**config.mk**
```make
export PLATFORM = sky130hd
export DESIGN_NAME = flash_cmd_sequencer
export DESIGN_NICKNAME = d
export VERILOG_FILES = /design/src/rtl/flash_cmd_pkg.sv /design/src/rtl/flash_cmd_rom.sv /design/src/rtl/flash_cmd_sequencer.sv
export SDC_FILE = /design/constraint.sdc
export NUM_CORES = 1
export LEC_CHECK = 0
export CAP_MARGIN = 10
export CELL_PAD_IN_SITES_DETAIL_PLACEMENT = 1
export CELL_PAD_IN_SITES_GLOBAL_PLACEMENT = 2
export CORE_MARGIN = 2
export CORE_UTILIZATION = 34
export DETAILED_ROUTE_END_ITERATION = 7
export PLACE_DENSITY_LB_ADDON = 0.1
export SETUP_SLACK_MARGIN = 0.1
export SYNTH_ARGS = -nofsm -noshare
export SYNTH_HDL_FRONTEND = slang
export SYNTH_SLANG_ARGS = --single-unit
```
**constraint.sdc**
```tcl
create_clock -name SCL -period 6.32 [get_ports SCL]
set_clock_uncertainty 0.1 [all_clocks]
set_input_delay 1.58 -clock SCL [delete_from_list [all_inputs] [get_ports SCL]]
set_output_delay 1.58 -clock SCL [all_outputs]
set_load 0.005 [all_outputs]
```
**src/rtl/flash_cmd_pkg.sv**
```systemverilog
// Shared encodings for the flash command sequencer: command codes, byte-select
// codes and the last step index of each command's byte table.
package flash_cmd_pkg;

    localparam logic [1:0] CMD_PROGRAM      = 2'd0;
    localparam logic [1:0] CMD_SECTOR_ERASE = 2'd1;
    localparam logic [1:0] CMD_CHIP_ERASE   = 2'd2;
    localparam logic [1:0] CMD_RAW_WRITE    = 2'd3;

    localparam logic [2:0] SEL_NONE = 3'd0;
    localparam logic [2:0] SEL_DATA = 3'd1;
    localparam logic [2:0] SEL_AA   = 3'd2;
    localparam logic [2:0] SEL_55   = 3'd3;
    localparam logic [2:0] SEL_B0   = 3'd4;
    localparam logic [2:0] SEL_C0   = 3'd5;
    localparam logic [2:0] SEL_D0   = 3'd6;
    localparam logic [2:0] SEL_E0   = 3'd7;

    localparam logic [2:0] LAST_PROGRAM      = 3'd3;
    localparam logic [2:0] LAST_SECTOR_ERASE = 3'd5;
    localparam logic [2:0] LAST_CHIP_ERASE   = 3'd5;
    localparam logic [2:0] LAST_RAW_WRITE    = 3'd0;

    function automatic logic [2:0] last_step(input logic [1:0] c);
        case (c)
            CMD_PROGRAM:      return LAST_PROGRAM;
            CMD_SECTOR_ERASE: return LAST_SECTOR_ERASE;
            CMD_CHIP_ERASE:   return LAST_CHIP_ERASE;
            default:          return LAST_RAW_WRITE;
        endcase
    endfunction

endpackage

```
**src/rtl/flash_cmd_rom.sv**
```systemverilog
// Fixed byte tables: maps (command, step) to the byte-select code for that step.
module flash_cmd_rom
    import flash_cmd_pkg::*;
(
    input  logic [1:0] cmd_i,
    input  logic [2:0] step_i,
    output logic [2:0] sel_o
);

    always_comb begin
        sel_o = SEL_NONE;
        case (cmd_i)
            CMD_PROGRAM: begin
                case (step_i)
                    3'd0:    sel_o = SEL_AA;
                    3'd1:    sel_o = SEL_55;
                    3'd2:    sel_o = SEL_B0;
                    3'd3:    sel_o = SEL_DATA;
                    default: sel_o = SEL_NONE;
                endcase
            end
            CMD_SECTOR_ERASE, CMD_CHIP_ERASE: begin
                case (step_i)
                    3'd0, 3'd3: sel_o = SEL_AA;
                    3'd1, 3'd4: sel_o = SEL_55;
                    3'd2:       sel_o = SEL_C0;
                    3'd5:       sel_o = (cmd_i == CMD_SECTOR_ERASE) ? SEL_D0 : SEL_E0;
                    default:    sel_o = SEL_NONE;
                endcase
            end
            default: sel_o = (step_i == 3'd0) ? SEL_DATA : SEL_NONE;
        endcase
    end

endmodule

```
**src/rtl/flash_cmd_sequencer.sv**
```systemverilog
// Issues the unlock-and-command byte sequence for a flash operation, one byte
// per transmitter handshake; all outputs are registered off SCL.
module flash_cmd_sequencer
    import flash_cmd_pkg::*;
(
    input  logic       SCL,
    input  logic       rstN,
    input  logic       start,
    input  logic [1:0] cmd,
    input  logic       byteDone,
    input  logic       nack,
    output logic       selData,
    output logic       selAA,
    output logic       sel55,
    output logic       selB0,
    output logic       selC0,
    output logic       selD0,
    output logic       selE0,
    output logic       byteReq,
    output logic       busy,
    output logic       done,
    output logic       err
);

    localparam logic [2:0] ST_IDLE   = 3'd0;
    localparam logic [2:0] ST_SEND   = 3'd1;
    localparam logic [2:0] ST_WAIT   = 3'd2;
    localparam logic [2:0] ST_FINISH = 3'd3;
    localparam logic [2:0] ST_ABORT  = 3'd4;

    logic [2:0] state_q, state_d;
    logic [1:0] cmd_q, cmd_d;
    logic [2:0] step_q, step_d;
    logic [2:0] sel_q, sel_d;
    logic       byte_req_q, busy_q, done_q, err_q;
    logic [2:0] rom_sel;

    flash_cmd_rom u_rom (
        .cmd_i  (cmd_q),
        .step_i (step_q),
        .sel_o  (rom_sel)
    );

    // busy_q still reads high for one cycle after FINISH/ABORT, which keeps a
    // start in that cycle from being accepted.
    always_comb begin
        state_d = state_q;
        cmd_d   = cmd_q;
        step_d  = step_q;
        case (state_q)
            ST_IDLE: begin
                if (start && !busy_q) begin
                    cmd_d   = cmd;
                    step_d  = 3'd0;
                    state_d = ST_SEND;
                end
            end
            ST_SEND: state_d = ST_WAIT;
            ST_WAIT: begin
                if (nack) begin
                    state_d = ST_ABORT;
                end else if (byteDone) begin
                    if (step_q < last_step(cmd_q)) begin
                        step_d  = step_q + 3'd1;
                        state_d = ST_SEND;
                    end else begin
                        state_d = ST_FINISH;
                    end
                end
            end
            default: state_d = ST_IDLE;
        endcase
    end

    always_comb begin
        sel_d = SEL_NONE;
        case (state_q)
            ST_SEND: sel_d = rom_sel;
            ST_WAIT: sel_d = sel_q;
            default: sel_d = SEL_NONE;
        endcase
    end

    always_ff @(posedge SCL or negedge rstN) begin
        if (!rstN) begin
            state_q    <= ST_IDLE;
            cmd_q      <= CMD_PROGRAM;
            step_q     <= 3'd0;
            sel_q      <= SEL_NONE;
            byte_req_q <= 1'b0;
            busy_q     <= 1'b0;
            done_q     <= 1'b0;
            err_q      <= 1'b0;
        end else begin
            state_q    <= state_d;
            cmd_q      <= cmd_d;
            step_q     <= step_d;
            sel_q      <= sel_d;
            byte_req_q <= (state_q == ST_SEND);
            busy_q     <= (state_q != ST_IDLE);
            done_q     <= (state_q == ST_FINISH);
            err_q      <= (state_q == ST_ABORT);
        end
    end

    assign selData = (sel_q == SEL_DATA);
    assign selAA   = (sel_q == SEL_AA);
    assign sel55   = (sel_q == SEL_55);
    assign selB0   = (sel_q == SEL_B0);
    assign selC0   = (sel_q == SEL_C0);
    assign selD0   = (sel_q == SEL_D0);
    assign selE0   = (sel_q == SEL_E0);
    assign byteReq = byte_req_q;
    assign busy    = busy_q;
    assign done    = done_q;
    assign err     = err_q;

endmodule

```
### Word-level counts from Yosys, hierarchy flattened

Index checks and enable logic that the tools add are counted.

* register bits after elaboration: 15
* bits in latches: 0
* memory bits (writable): 0
* ROM bits: 0
* bits of input ports: 7
* output and inout bits: 11
* memories kept: 0

* $add $sub $neg: 1
* $mul: 0
* div/mod/pow operators: 0
* magnitude comparators: 1
* eq/ne operators: 23
* shift-type cells: 0
* mux-type cells: 20
* bitwise logic cells: 0
* reduce and logical (&&, ||, !) cells: 13

Operators with widths (number)
* $mux W3: 10
* $pmux W3 S2: 4
* $pmux W3 S4: 2
* $eq A3 B3 Y1 const B: 7
* $eq A3 B2 Y1 const B: 6
* $eq A3 B1 Y1 const B: 3
* $pmux W3 S3: 1
* $ne A2 B2 Y1 const B: 4
* $logic_not A3 Y1: 2
* $reduce_or A2 Y1: 3
* $reduce_and A5 Y1: 1
* $reduce_and A2 Y1: 2
* $add A3 B1 Y3 const B: 1
* $lt A3 B3 Y1: 1
* $ne A3 B3 Y1 const B: 1
* $reduce_bool A3 Y1: 1
* $eq A2 B1 Y1 const B: 1
* $eq A2 B2 Y1 const B: 1
* $logic_not A2 Y1: 1
* $mux W1: 2
* $mux W2: 1
* $reduce_bool A2 Y1: 1
* $logic_and A1 B1 Y1: 1
* $logic_not A1 Y1: 1

### Depth between registers and ports, before layout

* word-level depth: 11
* gate-level depth with buffers: 8
* depth with buffers taken out: 8

### Hierarchy

Synthesis repeated with hierarchy kept, for this count alone.

* cell total of the unflattened synthesis: 94
* area total of the unflattened synthesis: 927.1 um^2

Modules (own cells, without submodules)
* flash_cmd_sequencer: instances 1, cells an instance 73, area an instance 774.5 um^2, sequential area each 375.4 um^2
* flash_cmd_rom: instances 1, cells an instance 21, area an instance 152.6 um^2, sequential area each 0.0 um^2

### Least setup slack after synthesis

Ideal clock, no wire load.

* path kind: input-to-reg
* start: input start
* end: register step_q[0]
* library setup time: 0.087 ns
* arrival time: 2.246 ns
* setup slack: 3.887 ns
* cell stages on the path: 4
* path buffers: 0
* cells stage by stage: nor2b_1 o31ai_1 nor2_1 a22oi_1

* cells in the longest elaborated chain, start to end: 3

Ends and longest elaborated chain
* from (decl): line flash_cmd_sequencer.sv:8 `input logic start,`
* $logic_and A1 B1 Y1: line flash_cmd_sequencer.sv:52 `if (start && !busy_q) begin`
* $ne A2 B2 Y1 (no source line)
* $reduce_and A5 Y1 (no source line)
* to (signal assigned): line flash_cmd_sequencer.sv:97 `step_q <= step_d;`
* to (decl): line flash_cmd_sequencer.sv:33 `logic [2:0] step_q, step_d;`

Every way passes these cells.
A chain may end at the register's enable or synchronous reset.

### Final worst setup path

* start: register sel_q[1]
* end: output selC0

* cells in the longest elaborated chain, start to end: 1

Ends and longest elaborated chain
* from (decl): line flash_cmd_sequencer.sv:34 `logic [2:0] sel_q, sel_d;`
* from (signal assigned): line flash_cmd_sequencer.sv:98 `sel_q <= sel_d;`
* $eq A3 B3 Y1: line flash_cmd_sequencer.sv:110 `assign selC0 = (sel_q == SEL_C0);`
* to (decl): line flash_cmd_sequencer.sv:16 `output logic selC0,`

Every way passes these cells.

==> metrics <==
outcome=complete, no violations; first-pass GRT wire length=3630 um; Via density=~5.1; detailed placement HPWL=about 1600 um; Synth Warn #=0; PortBufs=17; Final Max Tran Viols=0; Core Area=2710 um2; Final Worst Setup Slack=3.13 ns; Top FF cell, synth=dfrtp_1; Adder-Cell Fraction of Synth Area=13.2%; Seq/Total Area, Yosys=about two fifths; CP max FO=8; layout cells sized above 1=12.3%; Leak Pwr=between 0.5 and 0.6 nW; CP startpoint kind=register; residual DRC count=0; H-tree level count=1; Synth async-reset ratio=100%; largest family of logic cells by synthesized area=simple AND/OR/NAND/NOR gates; clock buffer count from CTS=3; cell area after synthesis=951 um2; setup TNS=0 ns; setup bufs post-CTS=0; EDFF count, synth=0; Post-Place Worst Slack=around 3.3 ns; Compound-Gate Fraction of Synth Area=around 18%; Post-Route WL=2040 um; share of the synthesized area in the top cell type=39.5%; die area=3240 um2; Slew headroom=56.4%; Routed Antenna Nets=0; placed insts=141; GPL Wtd Cong=around 0.7; largest net degree at the start of global routing=16; Layout fillers=around 330; Hold WC Path Type=register to register; multiplexer area fraction after synthesis=under 10%; Synthesized Nets=110; Final nets=between 100 and 150; Post-synth top cells=15 x dfrtp_1, 10 x ha_1, 10 x inv_1, 6 x nand2_1, 6 x nor2_1; synth unique cells=35; PD cells=406 nW/um2; gr usage total=14.5%; CP Class=register to primary output; most frequent cell after synthesis=dfrtp_1; fmax=roughly 310 MHz; RSZ-0062 raised after global routing=false; CTS Hold Bufs=0; Overflow after GRT=0; final setup vio count=0; Via Count=between 700 and 800; Clock Pin Slew Worst Setup and Hold Paths=0.10 ns; Non-Filler Instances=145; largest area contributor in the netlist=dfrtp_1; Antenna diodes=0; worst slew pin tran=roughly 0.65 ns; initial antenna violation count=0; TritonCTS clock tree=yes; TritonCTS sink count=15; Final Cycle Share=roughly half; Pre-antenna DRT Iters=2; P&R area growth vs syn=24.9%; I/O pin cnt=18; XOR/XNOR Fraction of Synth Area=0%; Hold Vio Cnt, Final=0; Die Height=approximately 57 um; post-DR wirelength/cell=14.0 um; Worst EP required=between 4 and 5 ns; clk_lat worst skew=0.29 ns; Area contributors post-synth=dfrtp_1 39%, ha_1 13%, inv_1 3.9%; Clock Path Buffers=2; Initial Util=35.1%; Clock Root Buffer=clkbuf_4; cell count after synthesis=a little over 90; Setup crit end kind=primary output; Avg Inst Size Synth=between 10 and 15 um2; peak supply drop=0.000244 V; WP data arrival=about 1.5 ns; crit path time final=3.19 ns; post-CTS sizing=0; vias in the first global route=approximately 780; Post-Synth Simple-Gate Area=22.1%; Core Rows=19; DR iter-0 viols=25; Synth Register Bits=15; maxcap violations=0; Die Wd=56.9 um
## placed cells by master (no fill, tap or decap), types with 3 or more instances in the layout
cell	synthesis	layout
nor2b_1	3	3
o21ai_0	5	5
dfrtp_1	15	15
nor3b_1	4	4
nand2_1	6	6
inv_1	10	10
clkdlybuf4s50_1	0	17
mux2_2	3	3
nor2_1	6	6
ha_1	10	10
clkbuf_4	0	3
## area by class of cell
cell class | instances | area (um2) | area share, %
clock buffer | 3 | 22.5 | 1.90
clock inverter | 1 | 5.00 | 0.421
inverter | 10 | 37.5 | 3.16
multi-input combinational | 68 | 538 | 45.3
sequential | 15 | 375 | 31.6
tap | 31 | 38.8 | 3.27
timing repair buffer | 17 | 170 | 14.3
## registers in the layout, indices dropped and copies added, names as in the netlist
signal and count:
sel_q 3, busy 1, step_q 3, done 1, state_q 3, byteReq 1, err 1, cmd_q 2
## power by group
group	internal, mW	switching [mW]
clock	0.0236	0.0339
combinational	0.126	0.129
sequential	0.128	0.0423
## path summary, 6_finish.rpt
check	startpoint	to	slack, ns	cells past startpoint
max in group asynchronous	rstN	busy	4.12	1
min reg2reg	cmd_q[1]	cmd_q[1]	0.46	1
min	cmd_q[1]	cmd_q[1]	0.46	1
max reg2reg	cmd_q[0]	step_q[2]	4.01	8
min in group asynchronous	rstN	sel_q[1]	1.58	1
max	sel_q[1]	selC0	3.13	2
## cell families after synthesis
group | after synthesis
and+or+nand+nor | 33
AOI/OAI and AO/OA | 22
DFF | 15
buffers and inverters | 10
adders and majority gates | 10
muxes | 3
## through the flow
stage                     instance area (um2)  power [mW]  hold slack [ns]  utilization (%)
after global routing                     1190       0.535            0.493             43.8
after global placement                   1160       0.422            0.436             42.8
after detailed placement                 1160       0.427            0.448             42.8
after floorplan                           951       0.340            0.405                -
final                                    1190       0.482            0.462             43.8
after CTS                                1190       0.488            0.468             43.8
## critical path, cell delays in order, from the launching register on
cell	delay [ns]
dfrtp_1	0.47
and3b_1	0.26
clkdlybuf4s50_1	0.50
## per-layer routing
metal | up-vias | GRT usage (%) | part of all wire [%]
met5 | - | 0 | 0
met4 | 0 | 4.98 | 2.0
met3 | 7 | 5.53 | 5.1
met2 | 18 | 22.3 | 44
met1 | 349 | 18.5 | 49
li1 | 372 | - | -
(Power assumes the default switching activity.)
